`src/rtl/fetch_if.sv`:
```
// Fetch/issue bus between the sequencer, its program ROM and the execute unit.
interface fetch_if;
  logic [7:0]  rom_addr;
  logic [11:0] rom_data;
  logic        issue_valid;
  logic        issue_ready;
  logic [3:0]  opcode;
  logic [7:0]  operand;
  logic        br_taken;
  logic [7:0]  br_target;
  logic        halted;
  logic [7:0]  pc_out;

  modport master (
    output rom_addr, issue_valid, opcode, operand, halted, pc_out,
    input  rom_data, issue_ready, br_taken, br_target
  );

  modport slave (
    input  rom_addr, issue_valid, opcode, operand, halted, pc_out,
    output rom_data, issue_ready, br_taken, br_target
  );
endinterface

```
`src/rtl/fetch_sequencer.sv`:
```
// Instruction fetch/issue controller: PC, IR, branch redirect and halt.
// Optional SEQ_SINGLE_STEP_EN adds a step input and a PAUSE state after each issue.
module fetch_sequencer #(
  parameter logic [7:0] RESET_PC = 8'h01,
  parameter logic [3:0] HALT_OP  = 4'h9
) (
  input  logic   clk,
  input  logic   rst,
`ifdef SEQ_SINGLE_STEP_EN
  input  logic   step,
`endif
  fetch_if.master fif
);

  typedef enum logic [1:0] {S_FETCH, S_ISSUE, S_HALT, S_PAUSE} state_t;

  state_t      state_q, state_d;
  logic [7:0]  pc_q, pc_d;
  logic [11:0] ir_q, ir_d;
  logic [7:0]  irpc_q, irpc_d;
  logic [7:0]  pc_inc;

  // Address 0 holds no instruction, so sequential fetch wraps past it.
  assign pc_inc = (pc_q == 8'hFF) ? RESET_PC : pc_q + 8'd1;

  always_ff @(posedge clk or posedge rst) begin
    if (rst) begin
      state_q <= S_FETCH;
      pc_q    <= RESET_PC;
      ir_q    <= '0;
      irpc_q  <= '0;
    end else begin
      state_q <= state_d;
      pc_q    <= pc_d;
      ir_q    <= ir_d;
      irpc_q  <= irpc_d;
    end
  end

  always_comb begin
    state_d = state_q;
    pc_d    = pc_q;
    ir_d    = ir_q;
    irpc_d  = irpc_q;
    case (state_q)
      S_FETCH: begin
        ir_d    = fif.rom_data;
        irpc_d  = pc_q;
        state_d = (fif.rom_data[11:8] == HALT_OP) ? S_HALT : S_ISSUE;
      end
      S_ISSUE: begin
        if (fif.issue_ready) begin
          pc_d = fif.br_taken ? fif.br_target : pc_inc;
`ifdef SEQ_SINGLE_STEP_EN
          state_d = S_PAUSE;
`else
          state_d = S_FETCH;
`endif
        end
      end
      S_HALT: state_d = S_HALT;
`ifdef SEQ_SINGLE_STEP_EN
      S_PAUSE: if (step) state_d = S_FETCH;
`endif
      default: state_d = S_FETCH;
    endcase
  end

  assign fif.rom_addr    = pc_q;
  assign fif.issue_valid = (state_q == S_ISSUE);
  assign fif.halted      = (state_q == S_HALT);
  assign fif.opcode      = ir_q[11:8];
  assign fif.operand     = ir_q[7:0];
  assign fif.pc_out      = irpc_q;

endmodule
```
`src/flat_wrapper.sv`:
```
// flat-port wrapper written by rule: the top's interface ports become plain ports
module fetch_sequencer_flat 
#(
  parameter logic [7:0] RESET_PC = 8'h01,
  parameter logic [3:0] HALT_OP  = 4'h9
)
  (clk, rst, fif_rom_addr, fif_issue_valid, fif_opcode, fif_operand, fif_halted, fif_pc_out, fif_rom_data, fif_issue_ready, fif_br_taken, fif_br_target);
  fetch_if fif_i ();
  input  logic clk;
  input  logic rst;
  output wire logic [$bits(fif_i.rom_addr)-1:0] fif_rom_addr;
  output wire logic [$bits(fif_i.issue_valid)-1:0] fif_issue_valid;
  output wire logic [$bits(fif_i.opcode)-1:0] fif_opcode;
  output wire logic [$bits(fif_i.operand)-1:0] fif_operand;
  output wire logic [$bits(fif_i.halted)-1:0] fif_halted;
  output wire logic [$bits(fif_i.pc_out)-1:0] fif_pc_out;
  input wire logic [$bits(fif_i.rom_data)-1:0] fif_rom_data;
  input wire logic [$bits(fif_i.issue_ready)-1:0] fif_issue_ready;
  input wire logic [$bits(fif_i.br_taken)-1:0] fif_br_taken;
  input wire logic [$bits(fif_i.br_target)-1:0] fif_br_target;
  assign fif_rom_addr = fif_i.rom_addr;
  assign fif_issue_valid = fif_i.issue_valid;
  assign fif_opcode = fif_i.opcode;
  assign fif_operand = fif_i.operand;
  assign fif_halted = fif_i.halted;
  assign fif_pc_out = fif_i.pc_out;
  assign fif_i.rom_data = fif_rom_data;
  assign fif_i.issue_ready = fif_issue_ready;
  assign fif_i.br_taken = fif_br_taken;
  assign fif_i.br_target = fif_br_target;
  fetch_sequencer #(.RESET_PC(RESET_PC), .HALT_OP(HALT_OP)) u_core (.clk(clk), .rst(rst), .fif(fif_i));
endmodule
```
`config.mk`:
```
export PLATFORM = sky130hd
export DESIGN_NAME = fetch_sequencer_flat
export DESIGN_NICKNAME = d
export VERILOG_FILES = /design/src/rtl/fetch_if.sv /design/src/rtl/fetch_sequencer.sv /design/src/flat_wrapper.sv
export SDC_FILE = /design/constraint.sdc
export NUM_CORES = 1
export LEC_CHECK = 0
export CAP_MARGIN = 5
export CELL_PAD_IN_SITES_DETAIL_PLACEMENT = 0
export CELL_PAD_IN_SITES_GLOBAL_PLACEMENT = 1
export CORE_MARGIN = 5
export CORE_UTILIZATION = 33
export CTS_CLUSTER_DIAMETER = 50
export DETAILED_ROUTE_END_ITERATION = 6
export PLACE_DENSITY_LB_ADDON = 0.3
export SLEW_MARGIN = 20
export SYNTH_ARGS = -nofsm -noshare
export SYNTH_HDL_FRONTEND = slang
export SYNTH_SLANG_ARGS = --single-unit
```
`constraint.sdc`:
```
create_clock -name clk -period 1.78 [get_ports clk]
set_input_delay 0.356 -clock clk [delete_from_list [all_inputs] [get_ports clk]]
set_output_delay 0.356 -clock clk [all_outputs]
set_load 0.1 [all_outputs]
```
# == Yosys cells after proc, flatten, opt, wreduce, memory -nomap -nowiden ==
# Index checks and enable logic that the tools add are counted.
# classes
muxes,5
n_reduce_logical,2
n_addsub,1
eq_ne,5
# ops
operator,n
$mux 8,2
$add 8x1->8 const B,1
$eq 8x8->1 const B,1
$pmux 2 s3,1
$eq 4x4->1 const B,1
$mux 2,2
$eq 2x1->1 const B,1
$eq 2x2->1 const B,1
$logic_not 2->1,1
$ne 2x1->1 const B,1
$reduce_and 2->1,1
# totals
regBits,30
output_inout_bits,30
input_bits,24

# == Depth between registers and ports, before layout ==
# Gate-level depths: netlist of the first run.
# logic_depth
ltp_word,3
mapped_depth,5
ltp_nobuf,4

# == Worst setup path after synthesis of the first run ==
# OpenSTA, ideal clock, no wires.
# synth_path
path_kind,register to register
startpoint,"register u_core.pc_q[1], in the netlist u_core.fif.rom_addr[1]"
endpoint,"register u_core.pc_q[7], in the netlist u_core.fif.rom_addr[7]"
setup_ns,0.166
period_less_slack_ns,2.023
path_slack_ns,-0.243
arrival_ns,1.857
path_stages_with_launch,5
path_cell_list,dfrtp_1 -> ha_1 -> a21oi_1 -> o311ai_0 -> o311ai_1
# synth_via
elab_chain_len,3
# synth_lines
element,line,source
from (decl),fetch_sequencer.sv:18,"logic [7:0] pc_q, pc_d;"
from (signal assigned),fetch_sequencer.sv:34,pc_q <= pc_d;
$add 8x1->8 / $eq 8x8->1 (equally long branches),fetch_sequencer.sv:24,assign pc_inc = (pc_q == 8'hFF) ? RESET_PC : pc_q + 8'd1;
$mux 8 (*),fetch_sequencer.sv:24,
$mux 8 (*),fetch_sequencer.sv:53,pc_d = fif.br_taken ? fif.br_target : pc_inc;
# Every way passes the cells marked *; elsewhere a longest branch is shown, timed or not.
# A chain may end at the register's enable or synchronous reset.

# == Worst setup path in the final report of the first run ==
# layout_path
startpoint,"register u_core.pc_q[0], in the netlist u_core.fif.rom_addr[0]"
endpoint,"register u_core.pc_q[3], in the netlist u_core.fif.rom_addr[3]"
# The elaborated chain is that of the path after synthesis.

==> results of run 1 <==
kinds of logic after synthesis:
family	after synthesis	share of synthesized area, %
AO/OA/AOI/OAI	21	10.64
adder cells (fa/ha/maj)	1	0.8943
buffers and inverters	9	3.935
flip-flops	30	53.76
multiplexers	23	18.69
AND/OR/NAND/NOR	29	12.08
worst max-delay path, delay by kind of cell, from the launching register on:
| family | cells | cell delay [ns] |
|---|---|---|
| compound gates | 2 | 0.51 |
| fa+ha+maj | 1 | 0.24 |
| flops | 1 | 0.68 |
| simple gates | 1 | 0.09 |
placed cells by master, fill, tap and decap left out, types with 3 or more instances in the layout:
| cell type | netlist | final |
|---|---|---|
| inv_1 | 4 | 4 |
| mux2_2 | 21 | 21 |
| clkbuf_8 | 1 | 5 |
| nor2_1 | 5 | 4 |
| o22ai_1 | 4 | 4 |
| nand3_1 | 4 | 4 |
| dfrtp_1 | 29 | 25 |
| clkdlybuf4s50_1 | 0 | 23 |
| o21ai_0 | 3 | 3 |
| nand2_1 | 6 | 6 |
| a21oi_1 | 4 | 4 |
| buf_12 | 0 | 30 |
| dfrtp_2 | 0 | 4 |
| buf_4 | 0 | 9 |
synthesized netlist by cell type, drive strengths merged, types with 4 or more instances:
library cell	number
o22ai	4
o21ai	4
nand3	5
buf	4
inv	4
dfrtp	29
nor2	5
nand2	6
a21oi	4
mux2	22
power groups by stage:
stage	combinational (mW)	clock, mW	sequential (mW)
after global placement	2.97	0	1.21
after CTS	3.00	0.519	1.22
after detailed placement	3.00	0	1.23
after floorplan	0.425	0	2.57
after global routing	3.07	0.553	1.26
final	2.97	0.497	1.22
layer usage:
metal,vias to the layer above,part of all wire [%],wire length (um),track usage [%]
li1,545,-,-,-
met3,6,9.0,318,7.210
met5,-,0,0,0
met4,0,1.6,55,5.336
met1,538,36,1278,15.19
met2,36,53,1875,25.05
path summary, 6_finish.rpt:
| check | cells past startpoint | from | slack (ns) | endpoint |
|---|---|---|---|---|
| max in group asynchronous | 3 | rst | 1.13 | u_core.fif.rom_addr[0] |
| min in group clk | 1 | u_core.state_q[1] | 0.55 | u_core.state_q[0] |
| worst max-delay path | 4 | u_core.fif.rom_addr[0] | 0.13 | u_core.fif.rom_addr[3] |
| worst min register to register | 1 | u_core.state_q[1] | 0.55 | u_core.state_q[0] |
| worst max register to register | 4 | u_core.fif.rom_addr[0] | 0.13 | u_core.fif.rom_addr[3] |
| worst min-delay path | 3 | rst | 0.40 | u_core.fif.rom_addr[4] |
sequential cells by signal, indices dropped and copies added, names as in the netlist:
| signal | count |
|---|---|
| u_core.fif.pc_out | 8 |
| u_core.state_q | 2 |
| u_core.fif.rom_addr | 8 |
| u_core.ir_q | 12 |
through the flow:
step | total power [mW] | cell area (um2) | hold slack, ns | util [%] | cells
6_report | 4.684 | 2407 | 0.4015 | 59.33 | 227
4_1_cts | 4.738 | 2407 | 0.4016 | 59.33 | 227
2_1_floorplan | 2.993 | 1408 | 0.4458 | - | 113
5_1_grt | 4.883 | 2407 | 0.4688 | 59.33 | 227
3_3_place_gp | 4.182 | 2331 | 0.5187 | 57.45 | 220
3_5_place_dp | 4.228 | 2331 | 0.5437 | 57.45 | 220
layout make-up:
cell class / count / area (um2) / area share [%]
Timing Repair Buffer: 62 / 898.4 / 37.32
Clock buffer: 7 / 76.32 / 3.170
Inverter: 4 / 15.01 / 0.6237
Tap cell: 50 / 62.56 / 2.599
Sequential cell: 30 / 760.7 / 31.60
Multi-Input combinational cell: 74 / 594.3 / 24.69
==> impl_metrics.json, run 1 <==
{
  "async_flop_share_pct": 100.0,
  "cts_buffers": 5,
  "root_buffer": "clkbuf_8",
  "synthCells": 113,
  "die_h_um": 75.11,
  "rows": 23,
  "yosysUniqueCellTypes": 35,
  "start_util_pct": 34.47,
  "h-tree-depth": 2,
  "synth_flop_cell": "dfrtp_1",
  "synth_area_leaders": "dfrtp_1 (52%), mux2_2 (17%), dfstp_2 (1.9%)",
  "clock-sinks": 30,
  "hold_viol": 0,
  "period_needed_ns": 1.646,
  "synth_edf_count": 0,
  "cts_buffer_depth": 2,
  "grt_pass1_wl_um": 5961,
  "via_count": 1125,
  "dieArea_mm2": 0.005641,
  "synth_nets": 138,
  "switchingPower_mw": 2.413,
  "cp_cell_sequence": "ha_1 -> nand3_1 -> o21ai_0 -> o22ai_1",
  "start_kind": "flop",
  "crit_required_ns": 1.93,
  "io_pins": 54,
  "grt-ovfl-total": 0,
  "core_mm2": 0.004058,
  "synth_top_cell_area_share_pct": 51.88,
  "irDropWorstVdd_v": 0.001078,
  "drt-total-wl_um": 3527,
  "rsz0062_at_grt": "no",
  "dp_hpwl_um": 2880,
  "cts_tree": "done",
  "n_antenna_cell": 0,
  "gp_congestion": 0.7711,
  "clock-skew-final_ns": 0.009394,
  "hp-class": "in2async",
  "slowest_stage": "dfstp_4",
  "dr.pass1.iters": 2,
  "setup_viol": 0,
  "path_class": "reg2reg",
  "ys_seq_elements": 30,
  "drc": 0,
  "drive_above_1_share_pct": 45.20,
  "comb_power_share_pct": 63.4,
  "cts_setup_buffers": 0,
  "clkTransAtPathRegs_ns": 0.06,
  "p_seq_share_pct": 26.0,
  "cp.arrival_ns": 1.80,
  "power_density_mw_per_mm2": 1946,
  "power.internal_mw": 2.271,
  "die_w_um": 75.11,
  "timing.final.crit_share_pct": 92.46,
  "pre_cts_ws_ns": 0.004924,
  "cts.hold.buffers_added": 0,
  "worst_slew_pin_slew_ns": 0.3967,
  "status": "completed",
  "critPathMaxStageDelay_ns": 0.68,
  "grt_pass1_vias": 1258,
  "slew_headroom_pct": 73.28,
  "portBuffers": 53,
  "maxCapViolCount": 0,
  "synth_area_per_cell_um2": 12.38,
  "yosys_warnings": 0,
  "drv_slew": 0,
  "antenna_found_initial": 0,
  "nFillCells": 325,
  "cts_resized": 0,
  "crit_fanout": 8,
  "postRouteAntennaNets": 0,
  "grt_use_total_pct": 14.52,
  "clock_latency_ns": 0.28,
  "drt_iter0_drc": 73,
  "syn2layout_area_growth_pct": 72.09,
  "end_kind": "flop",
  "drt-vias-per-instance": 4.956,
  "fin_setup_tns_ns": 0,
  "power_leakage_nw": 1.020,
  "yosysTopAreaCell": "dfrtp_1",
  "grt_max_degree": 17,
  "final_nets": 202,
  "yosysSeqAreaShare_pct": 53.76,
  "clockPowerShare_pct": 10.6,
  "swShare_pct": 51.52,
  "wl_per_cell_um": 15.54,
  "synth_area_mm2": 0.001399,
  "setup_ws_ns": 0.1342,
  "fmax_ghz": 0.6076
}
No activity file was read; power rests on OpenSTA's default activity.
==> run 2: changes to the inputs <==
CAP_MARGIN = 20   (was 5)
clock period = 1.85 ns   (was 1.78 ns; I/O delays follow)
==> impl_metrics.json, run 2 (same netlist as run 1, synthesis figures left out) <==
{
  "grt-ovfl-total": 0,
  "p_seq_share_pct": 25.5,
  "place_inst": 219,
  "die_w_um": 75.11,
  "clockPowerShare_pct": 11.8,
  "gp_congestion": 0.8205,
  "swShare_pct": 51.15,
  "max_flop_register": "u_core.ir_q",
  "via_count": 1125,
  "largest_reg_flops": 12,
  "final_cell_mix": "buf_12 (30), dfrtp_1 (28), clkdlybuf4s50_1 (23), mux2_2 (21), buf_4 (8)",
  "hold_viol": 0,
  "grt_pass1_wl_um": 5623,
  "drive_above_1_share_pct": 44.07,
  "core_mm2": 0.004058,
  "critPathMaxStageDelay_ns": 0.68,
  "gr-usage-met2_pct": 20.79,
  "start_kind": "flop",
  "clock-skew-final_ns": 0.004946,
  "drt_iter0_drc": 57,
  "nFillCells": 329,
  "met1_usage_pct": 16.39,
  "slowest_stage": "dfstp_4",
  "drc": 0,
  "dr.pass1.iters": 2,
  "clkTransAtPathRegs_ns": 0.06,
  "setup_ws_ns": 0.1697,
  "die_h_um": 75.11,
  "setup_viol": 0,
  "drt-total-wl_um": 3396,
  "drv_slew": 0,
  "period_needed_ns": 1.680,
  "cp_cell_sequence": "ha_1 -> nand3_1 -> o21ai_0 -> o22ai_1",
  "cts_buffer_depth": 2,
  "cts_buffers": 5,
  "h-tree-depth": 2,
  "grt_util_met3_pct": 7.076,
  "portBuffers": 53,
  "timing.final.crit_share_pct": 90.83,
  "grt_pass1_vias": 1190,
  "irDropWorstVdd_v": 0.0009616,
  "crit_fanout": 8,
  "drt-vias-per-instance": 4.956,
  "switchingPower_mw": 2.323,
  "dieArea_mm2": 0.005641,
  "clock-sinks": 30,
  "crit_required_ns": 2.00,
  "wl_per_cell_um": 14.96,
  "io_pins": 54,
  "worst_slew_pin_slew_ns": 0.4054,
  "root_buffer": "clkbuf_8",
  "cts_resized": 0,
  "fin_setup_tns_ns": 0,
  "power.internal_mw": 2.219,
  "end_kind": "flop",
  "syn2layout_area_growth_pct": 72.36,
  "status": "completed",
  "final_common_cell": "buf_12",
  "layoutNonFillerInstCount": 227,
  "cp.arrival_ns": 1.83,
  "pre_cts_ws_ns": 0.02003,
  "postRouteAntennaNets": 0,
  "dp_hpwl_um": 2732,
  "start_util_pct": 34.47,
  "crit_buf_inv": 0,
  "power_leakage_nw": 1.027,
  "rows": 23,
  "grt_use_total_pct": 13.50,
  "fmax_ghz": 0.5951,
  "cts_tree": "done",
  "cts.hold.buffers_added": 0,
  "clock_latency_ns": 0.28,
  "hp-class": "in2async",
  "rsz0062_at_grt": "no",
  "critPathTopFamily": "flip-flops",
  "slew_headroom_pct": 72.69,
  "comb_power_share_pct": 62.8,
  "cts_setup_buffers": 0,
  "grt_max_degree": 17,
  "antenna_found_initial": 0,
  "power_density_mw_per_mm2": 1884,
  "maxCapViolCount": 0,
  "grt-busiest-layer": "met2",
  "n_antenna_cell": 0,
  "final_nets": 201,
  "path_class": "reg2reg"
}
## run 2: cell count changes in the layout (fill, tap and decap cells not counted), sizes merged
cell | before | now
buf | 39 | 38
clkinv | 0 | 1
## run 2: final timing paths
| check | from | to | slack, ns | cells past startpoint |
|---|---|---|---|---|
| max | u_core.fif.rom_addr[0] | u_core.fif.rom_addr[5] | 0.17 | 4 |
| max reg2reg | u_core.fif.rom_addr[0] | u_core.fif.rom_addr[5] | 0.17 | 4 |
| min in group clk | u_core.state_q[1] | u_core.state_q[0] | 0.54 | 1 |
| min | rst | u_core.ir_q[11] | 0.42 | 3 |
| min reg2reg | u_core.state_q[1] | u_core.state_q[0] | 0.54 | 1 |
| max in group asynchronous | rst | u_core.fif.rom_addr[0] | 1.18 | 3 |
## run 2: worst min-delay path, cell delays in order
cell             delay (ns)
clkdlybuf4s50_1        0.39
inv_1                  0.07
buf_4                  0.22
## run 2: routing by layer
layer / share of wire (%) / wire length (um)
met5: 0 / 0
met4: 1.4 / 46
met3: 9.1 / 310
met2: 49 / 1671
met1: 40 / 1368
## run 2: power groups by stage
| stage | logic, mW | registers [mW] | clock network, mW |
|---|---|---|---|
| global route | 2.94 | 1.19 | 0.605 |
| finish | 2.85 | 1.16 | 0.534 |
| detailed placement | 2.87 | 1.17 | 0 |
| floorplan | 0.410 | 2.47 | 0 |
| CTS | 2.88 | 1.16 | 0.557 |
| global placement | 2.86 | 1.16 | 0 |
## run 2: metrics by stage
| step | util, % | hold slack (ns) | area, um2 | power, mW |
|---|---|---|---|---|
| finish | 59.42 | 0.4156 | 2411 | 4.542 |
| global route | 59.42 | 0.4344 | 2411 | 4.742 |
| CTS | 59.42 | 0.4157 | 2411 | 4.596 |
| detailed placement | 57.17 | 0.5255 | 2320 | 4.046 |
| global placement | 57.17 | 0.5245 | 2320 | 4.019 |
| floorplan | - | 0.4600 | 1404 | 2.876 |
## run 2: layout make-up
cell class,count,area [um2],area share [%]
Clock buffer,7,86.33,3.581
Clock inverter,1,5.005,0.2076
Inverter,4,15.01,0.6227
Multi-Input combinational cell,74,594.3,24.65
Sequential cell,30,757.0,31.40
Tap cell,50,62.56,2.595
Timing Repair Buffer,61,890.9,36.95
